### src/rtl/rocc_cmd_issuer.sv
// rocc_cmd_issuer: core-side RoCC initiator. Registers host requests onto
// rocc_cmd, tracks in-flight xd writebacks per rd, buffers accelerator
// responses for the host and raises sticky protocol/timeout error flags.
module rocc_cmd_issuer #(
  parameter int XLEN            = 64,
  parameter int MAX_OUTSTANDING = 4,
  parameter int TIMEOUT_CYCLES  = 1024,
  localparam int OW             = $clog2(MAX_OUTSTANDING + 1)
) (
  input  logic            clock,
  input  logic            reset,
  input  logic            req_valid,
  output logic            req_ready,
  input  logic [6:0]      req_funct,
  input  logic [6:0]      req_opcode,
  input  logic [4:0]      req_rd,
  input  logic [4:0]      req_rs1_idx,
  input  logic [4:0]      req_rs2_idx,
  input  logic            req_xd,
  input  logic            req_xs1,
  input  logic            req_xs2,
  input  logic [XLEN-1:0] req_rs1,
  input  logic [XLEN-1:0] req_rs2,
  output logic            rocc_cmd_valid,
  input  logic            rocc_cmd_ready,
  output logic [6:0]      rocc_cmd_bits_inst_funct,
  output logic [4:0]      rocc_cmd_bits_inst_rs2,
  output logic [4:0]      rocc_cmd_bits_inst_rs1,
  output logic            rocc_cmd_bits_inst_xd,
  output logic            rocc_cmd_bits_inst_xs1,
  output logic            rocc_cmd_bits_inst_xs2,
  output logic [4:0]      rocc_cmd_bits_inst_rd,
  output logic [6:0]      rocc_cmd_bits_inst_opcode,
  output logic [XLEN-1:0] rocc_cmd_bits_rs1,
  output logic [XLEN-1:0] rocc_cmd_bits_rs2,
  input  logic            rocc_resp_valid,
  output logic            rocc_resp_ready,
  input  logic [4:0]      rocc_resp_bits_rd,
  input  logic [XLEN-1:0] rocc_resp_bits_data,
  input  logic            rocc_busy,
  output logic            wb_valid,
  input  logic            wb_ready,
  output logic [4:0]      wb_rd,
  output logic [XLEN-1:0] wb_data,
  output logic [OW-1:0]   outstanding,
  output logic            idle,
  output logic            err_unexpected,
  output logic            err_timeout
);

  localparam int TW = $clog2(TIMEOUT_CYCLES + 1);
  localparam logic [OW-1:0] MAX_VAL = OW'(MAX_OUTSTANDING);
  localparam logic [TW-1:0] TO_VAL  = TW'(TIMEOUT_CYCLES);

  logic            cmd_valid_reg, cmd_valid_next;
  logic [6:0]      cmd_funct_reg, cmd_opcode_reg;
  logic [4:0]      cmd_rd_reg, cmd_rs1_idx_reg, cmd_rs2_idx_reg;
  logic            cmd_xd_reg, cmd_xs1_reg, cmd_xs2_reg;
  logic [XLEN-1:0] cmd_rs1_reg, cmd_rs2_reg;
  logic [31:0]     pending_reg, pending_next;
  logic [OW-1:0]   outstanding_reg, outstanding_next;
  logic            wb_valid_reg, wb_valid_next;
  logic [4:0]      wb_rd_reg;
  logic [XLEN-1:0] wb_data_reg;
  logic            err_unexpected_reg, err_unexpected_next;
  logic            err_timeout_reg, err_timeout_next;
  logic [TW-1:0]   timeout_cnt_reg, timeout_cnt_next;

  logic hazard, full, req_fire, cmd_fire, resp_fire, wb_fire;
  logic resp_hit, sb_inc, sb_dec;

  // Hazard and full both look at pre-update state, so a response freeing rd
  // or a slot only unblocks a matching request one cycle later.
  assign hazard          = req_xd && pending_reg[req_rd];
  assign full            = req_xd && (outstanding_reg == MAX_VAL);
  assign req_ready       = (!cmd_valid_reg || rocc_cmd_ready) && !hazard && !full;
  assign rocc_resp_ready = !wb_valid_reg || wb_ready;
  assign req_fire        = req_valid && req_ready;
  assign cmd_fire        = cmd_valid_reg && rocc_cmd_ready;
  assign resp_fire       = rocc_resp_valid && rocc_resp_ready;
  assign wb_fire         = wb_valid_reg && wb_ready;
  assign resp_hit        = pending_reg[rocc_resp_bits_rd];
  assign sb_inc          = req_fire && req_xd;
  assign sb_dec          = resp_fire && resp_hit;

  // Per-register scoreboard bit: set on xd acceptance, cleared by its response.
  // An accepted xd request can never target an rd that is being cleared.
  genvar gi;
  generate
    for (gi = 0; gi < 32; gi++) begin : g_pending
      assign pending_next[gi] =
          (pending_reg[gi] && !(sb_dec && (rocc_resp_bits_rd == 5'(gi)))) ||
          (sb_inc && (req_rd == 5'(gi)));
    end
  endgenerate

  // Next-state for slot valids, outstanding count, timeout counter and flags.
  always_comb begin
    cmd_valid_next      = cmd_valid_reg;
    wb_valid_next       = wb_valid_reg;
    outstanding_next    = outstanding_reg;
    timeout_cnt_next    = timeout_cnt_reg;
    err_unexpected_next = err_unexpected_reg || (resp_fire && !resp_hit);

    if (req_fire)      cmd_valid_next = 1'b1;
    else if (cmd_fire) cmd_valid_next = 1'b0;

    if (resp_fire)     wb_valid_next = 1'b1;
    else if (wb_fire)  wb_valid_next = 1'b0;

    if (sb_inc && !sb_dec)      outstanding_next = outstanding_reg + OW'(1);
    else if (!sb_inc && sb_dec) outstanding_next = outstanding_reg - OW'(1);

    if ((outstanding_reg == '0) || resp_fire) timeout_cnt_next = '0;
    else if (timeout_cnt_reg != TO_VAL)       timeout_cnt_next = timeout_cnt_reg + TW'(1);

    err_timeout_next = err_timeout_reg || (timeout_cnt_next == TO_VAL);
  end

  // State and data registers; payloads load only on their handshakes.
  always_ff @(posedge clock) begin
    if (reset) begin
      cmd_valid_reg      <= 1'b0;
      cmd_funct_reg      <= '0;
      cmd_opcode_reg     <= '0;
      cmd_rd_reg         <= '0;
      cmd_rs1_idx_reg    <= '0;
      cmd_rs2_idx_reg    <= '0;
      cmd_xd_reg         <= 1'b0;
      cmd_xs1_reg        <= 1'b0;
      cmd_xs2_reg        <= 1'b0;
      cmd_rs1_reg        <= '0;
      cmd_rs2_reg        <= '0;
      pending_reg        <= '0;
      outstanding_reg    <= '0;
      wb_valid_reg       <= 1'b0;
      wb_rd_reg          <= '0;
      wb_data_reg        <= '0;
      err_unexpected_reg <= 1'b0;
      err_timeout_reg    <= 1'b0;
      timeout_cnt_reg    <= '0;
    end else begin
      cmd_valid_reg      <= cmd_valid_next;
      pending_reg        <= pending_next;
      outstanding_reg    <= outstanding_next;
      wb_valid_reg       <= wb_valid_next;
      err_unexpected_reg <= err_unexpected_next;
      err_timeout_reg    <= err_timeout_next;
      timeout_cnt_reg    <= timeout_cnt_next;
      if (req_fire) begin
        cmd_funct_reg   <= req_funct;
        cmd_opcode_reg  <= req_opcode;
        cmd_rd_reg      <= req_rd;
        cmd_rs1_idx_reg <= req_rs1_idx;
        cmd_rs2_idx_reg <= req_rs2_idx;
        cmd_xd_reg      <= req_xd;
        cmd_xs1_reg     <= req_xs1;
        cmd_xs2_reg     <= req_xs2;
        cmd_rs1_reg     <= req_rs1;
        cmd_rs2_reg     <= req_rs2;
      end
      if (resp_fire) begin
        wb_rd_reg   <= rocc_resp_bits_rd;
        wb_data_reg <= rocc_resp_bits_data;
      end
    end
  end

  assign rocc_cmd_valid            = cmd_valid_reg;
  assign rocc_cmd_bits_inst_funct  = cmd_funct_reg;
  assign rocc_cmd_bits_inst_rs2    = cmd_rs2_idx_reg;
  assign rocc_cmd_bits_inst_rs1    = cmd_rs1_idx_reg;
  assign rocc_cmd_bits_inst_xd     = cmd_xd_reg;
  assign rocc_cmd_bits_inst_xs1    = cmd_xs1_reg;
  assign rocc_cmd_bits_inst_xs2    = cmd_xs2_reg;
  assign rocc_cmd_bits_inst_rd     = cmd_rd_reg;
  assign rocc_cmd_bits_inst_opcode = cmd_opcode_reg;
  assign rocc_cmd_bits_rs1         = cmd_rs1_reg;
  assign rocc_cmd_bits_rs2         = cmd_rs2_reg;
  assign wb_valid                  = wb_valid_reg;
  assign wb_rd                     = wb_rd_reg;
  assign wb_data                   = wb_data_reg;
  assign outstanding               = outstanding_reg;
  assign err_unexpected            = err_unexpected_reg;
  assign err_timeout               = err_timeout_reg;
  assign idle = !cmd_valid_reg && (outstanding_reg == '0) && !wb_valid_reg && !rocc_busy;

endmodule

### config.mk
export PLATFORM = sky130hd
export DESIGN_NAME = rocc_cmd_issuer
export DESIGN_NICKNAME = d
export VERILOG_FILES = /design/src/rtl/rocc_cmd_issuer.sv
export SDC_FILE = /design/constraint.sdc
export NUM_CORES = 1
export LEC_CHECK = 0
export BUFFER_PORTS_ARGS = -buffer_cell sky130_fd_sc_hd__clkbuf_2
export CORE_AREA = 3 3 185 187
export CTS_CLUSTER_SIZE = 40
export DETAILED_ROUTE_END_ITERATION = 8
export DIE_AREA = 0 0 188 190
export HOLD_SLACK_MARGIN = 0.08
export PLACE_DENSITY = 0.65
export SYNTH_ARGS = -nofsm -noshare
export SYNTH_HDL_FRONTEND = slang
export SYNTH_SLANG_ARGS = --single-unit
### constraint.sdc
create_clock -name clock -period 4.5 [get_ports clock]
set_input_delay 1.35 -clock clock [delete_from_list [all_inputs] [get_ports clock]]
set_output_delay 1.35 -clock clock [all_outputs]
set_load 0.01 [all_outputs]
==> flow_metrics.py <==
metrics = {
    "status": {
        "status": "complete, no violations",
    },
    "clocking": {
        "cts-buffers-inserted": 34,
        "cts_tree": "done",
        "insertion_delay_ns": 0.50,
        "h-tree-depth": 2,
        "clockRootBuffer": "clkbuf_16",
        "clkTransAtPathRegs_ns": 0.05,
        "post_cts.repair.setup_buffers": 0,
        "numClockSinks": 279,
        "clk_path_buf_depth": 3,
        "ctsHoldBuffers": 0,
    },
    "floorplan": {
        "die_h_microns": 190,
        "fp.dieW_microns": 188,
        "fp.coreArea_sq_mm": 0.0326,
        "ios": 475,
        "die_area_sq_mm": 0.0357,
        "num_rows": 66,
        "initial_core_util": 0.360,
    },
    "yosys": {
        "synth_edf_count": 0,
        "async_flop_share": 0,
        "synth_nets": 1576,
        "netlist_instances": 1336,
        "synth-seq-cells": 279,
        "ys_warn_count": 0,
        "avgSynthCellArea_sq_um": 8.80,
        "synth_seq_area_share": 0.475,
        "ys_types": 51,
        "syn_area_sq_mm": 0.0118,
        "synth_ff_type": "dfxtp_1",
    },
    "flow_run": {
        "drv_cap": 0,
    },
    "place": {
        "gp_congestion": 0.896,
        "placed_area_sq_mm": 0.0144,
        "dp.final_hpwl_microns": 26200,
        "portBuffers": 474,
    },
    "power": {
        "p_leak_nw": 6.49,
        "powerDensity_mw_per_mm2": 404,
        "vdd_drop_max_mv": 0.268,
    },
    "drt": {
        "drcViolationCount": 0,
        "wire_per_inst_microns": 17.1,
        "via_per_inst": 5.15,
        "antenna_left": 0,
        "drtIter0Drc": 626,
        "first_pass_iters": 5,
        "wirelength_microns": 37500,
        "vias": 11300,
    },
    "critical_path": {
        "reg2reg_to": "outstanding[2]",
        "crit_buf_inv": 2,
        "cp_slowest_stage_delay_ns": 0.51,
        "r2r_cells": 12,
        "critPathKind": "primary input to primary output",
        "worstPathCellList": "buf_2, mux4_2, a22o_1, a211o_1, a22o_1, a21boi_1, buf_2",
        "endpoint": "req_ready",
        "crit_start": "req_rd[0]",
        "crit-reg2reg-launch": "pending_reg[4]",
        "cp_max_fo": 3,
        "path_depth": 7,
        "critPathLaunchType": "primary input",
        "r2r_slack_ns": 1.30,
        "crit_slowest_cell": "mux4_2",
        "cp.required_ns": 3.15,
        "path_delay_family": "compound AO/OA/AOI/OAI gates",
        "end_kind": "primary output",
        "cp_data_arrival_time_ns": 3.04,
    },
    "sta": {
        "hold_viol": 0,
        "period_share": 0.976,
        "worstMarginPinSlew_ns": 1.15,
        "maxSlewViolCount": 0,
        "fin_setup_tns_ns": 0,
        "grt_setup_unrepaired": "no",
        "fin_skew_ns": 0.0112,
        "post-route-min-period_ns": 4.39,
        "clock.fmax_mhz": 228,
        "setup_violations": 0,
        "slew_headroom": 0.235,
    },
    "finish": {
        "layout.nets": 1973,
        "final_cell_mix": "clkbuf_2 (470), dfxtp_1 (279), a21oi_1 (234)",
        "final_area_sq_mm": 0.0155,
        "syn_to_final_growth_pct": 31.8,
        "nFillCells": 3179,
        "layout_commonest_cell": "clkbuf_2",
        "drive_gt1_frac": 0.415,
    },
    "grt": {
        "grt_pass1_vias": 10500,
        "grt_max_degree": 197,
        "grt-ovfl-total": 0,
        "grt_usage": 0.195,
        "grt_pass1_wl_microns": 57400,
        "antenna_found_initial": 0,
    },
    "worst_hold_path": {
        "worstHoldPathType": "flop to flop",
    },
}
==> how the worst min path moves through the flow <==
stage,start,slack [ns],to,cells after the start
final,wb_data[6],0.45,wb_data[6],2
after global routing,wb_data[30],0.47,wb_data[30],2
after CTS,wb_data[4],0.45,wb_data[4],2
after detailed placement,wb_data[4],0.45,wb_data[4],2
after global placement,wb_rd[4],0.44,wb_rd[4],2
after floorplan,pending_reg[24],0.46,pending_reg[24],2
==> area by class of cell <==
cell class | instances | area [sq um] | area share
Antenna cell | 1 | 2.50 | 0.000162
Clock buffer | 52 | 1020 | 0.0660
Clock inverter | 6 | 63.8 | 0.00412
Inverter | 9 | 33.8 | 0.00218
Multi-Input combinational cell | 914 | 5630 | 0.363
Sequential cell | 279 | 5590 | 0.361
Tap cell | 442 | 553 | 0.0357
Timing Repair Buffer | 495 | 2600 | 0.168
==> timing repair <==
item                                    4_1_cts  5_1_grt
endpoints found under the setup margin        1        1
gates resized for setup                       1        4
pin swaps                                     0        1
==> per-stage QoR <==
step | util | worst slack, ns | std cells | power [mW] | hold WS [ns]
after global routing | 0.475 | 0.000793 | 2197 | 6.57 | 0.469
after detailed placement | 0.441 | 0.00772 | 2139 | 3.66 | 0.446
after global placement | 0.441 | 0.0623 | 2139 | 3.64 | 0.442
final | 0.475 | 0.106 | 2198 | 6.25 | 0.453
after CTS | 0.475 | 0.0452 | 2197 | 6.34 | 0.454
after floorplan | - | -0.0937 | 1336 | 3.27 | 0.463
==> layer usage <==
layer | up-vias | share of wire | GRT usage
met5 | - | 0 | 0
met4 | 0 | 0.030 | 0.0707
met2 | 477 | 0.48 | 0.315
met1 | 5264 | 0.41 | 0.252
li1 | 5507 | - | -
met3 | 79 | 0.082 | 0.0523
==> cell usage after synthesis, types with 6 or more instances <==
library cell  count  area share
xor2_1            6      0.0045
clkbuf_1        116       0.037
nor2b_1           8      0.0043
inv_1             9      0.0029
nor3_1            9      0.0038
nand2_1         174       0.056
and3_1            6      0.0032
mux4_2           18       0.034
a21oi_1         234        0.10
a32o_1           18       0.015
nand3_1          14      0.0060
dfxtp_1         279        0.48
o211ai_1         11      0.0070
nor2_1           29      0.0093
nor4_1            6      0.0032
or3b_2          158        0.12
clkbuf_2         11      0.0047
o21ai_0         169       0.072
==> report_power, final <==
part | switching, mW | total (mW) | internal, mW
registers | 0.0776 | 2.71 | 2.63
logic | 0.514 | 0.898 | 0.384
clock network | 1.03 | 2.65 | 1.62
==> worst min-delay path, cell delays in order (launching register included) <==
cell	delay (ns)
dfxtp_1	0.30
nand2_1	0.05
a21oi_1	0.05
==> kinds of logic (layout without fill, tap and decap cells) <==
group | after synthesis | count (layout) | share of synthesized area
AO/OA/AOI/OAI | 449 | 449 | 0.206
AND/OR/NAND/NOR | 427 | 427 | 0.217
flip-flops | 279 | 279 | 0.475
buffers and inverters | 143 | 562 | 0.0496
multiplexers | 23 | 23 | 0.0389
XOR/XNOR | 11 | 11 | 0.00820
adder cells (fa/ha/maj) | 4 | 4 | 0.00490
other | 0 | 1 | 0
Note: power is estimated with default switching activity, not from simulation.
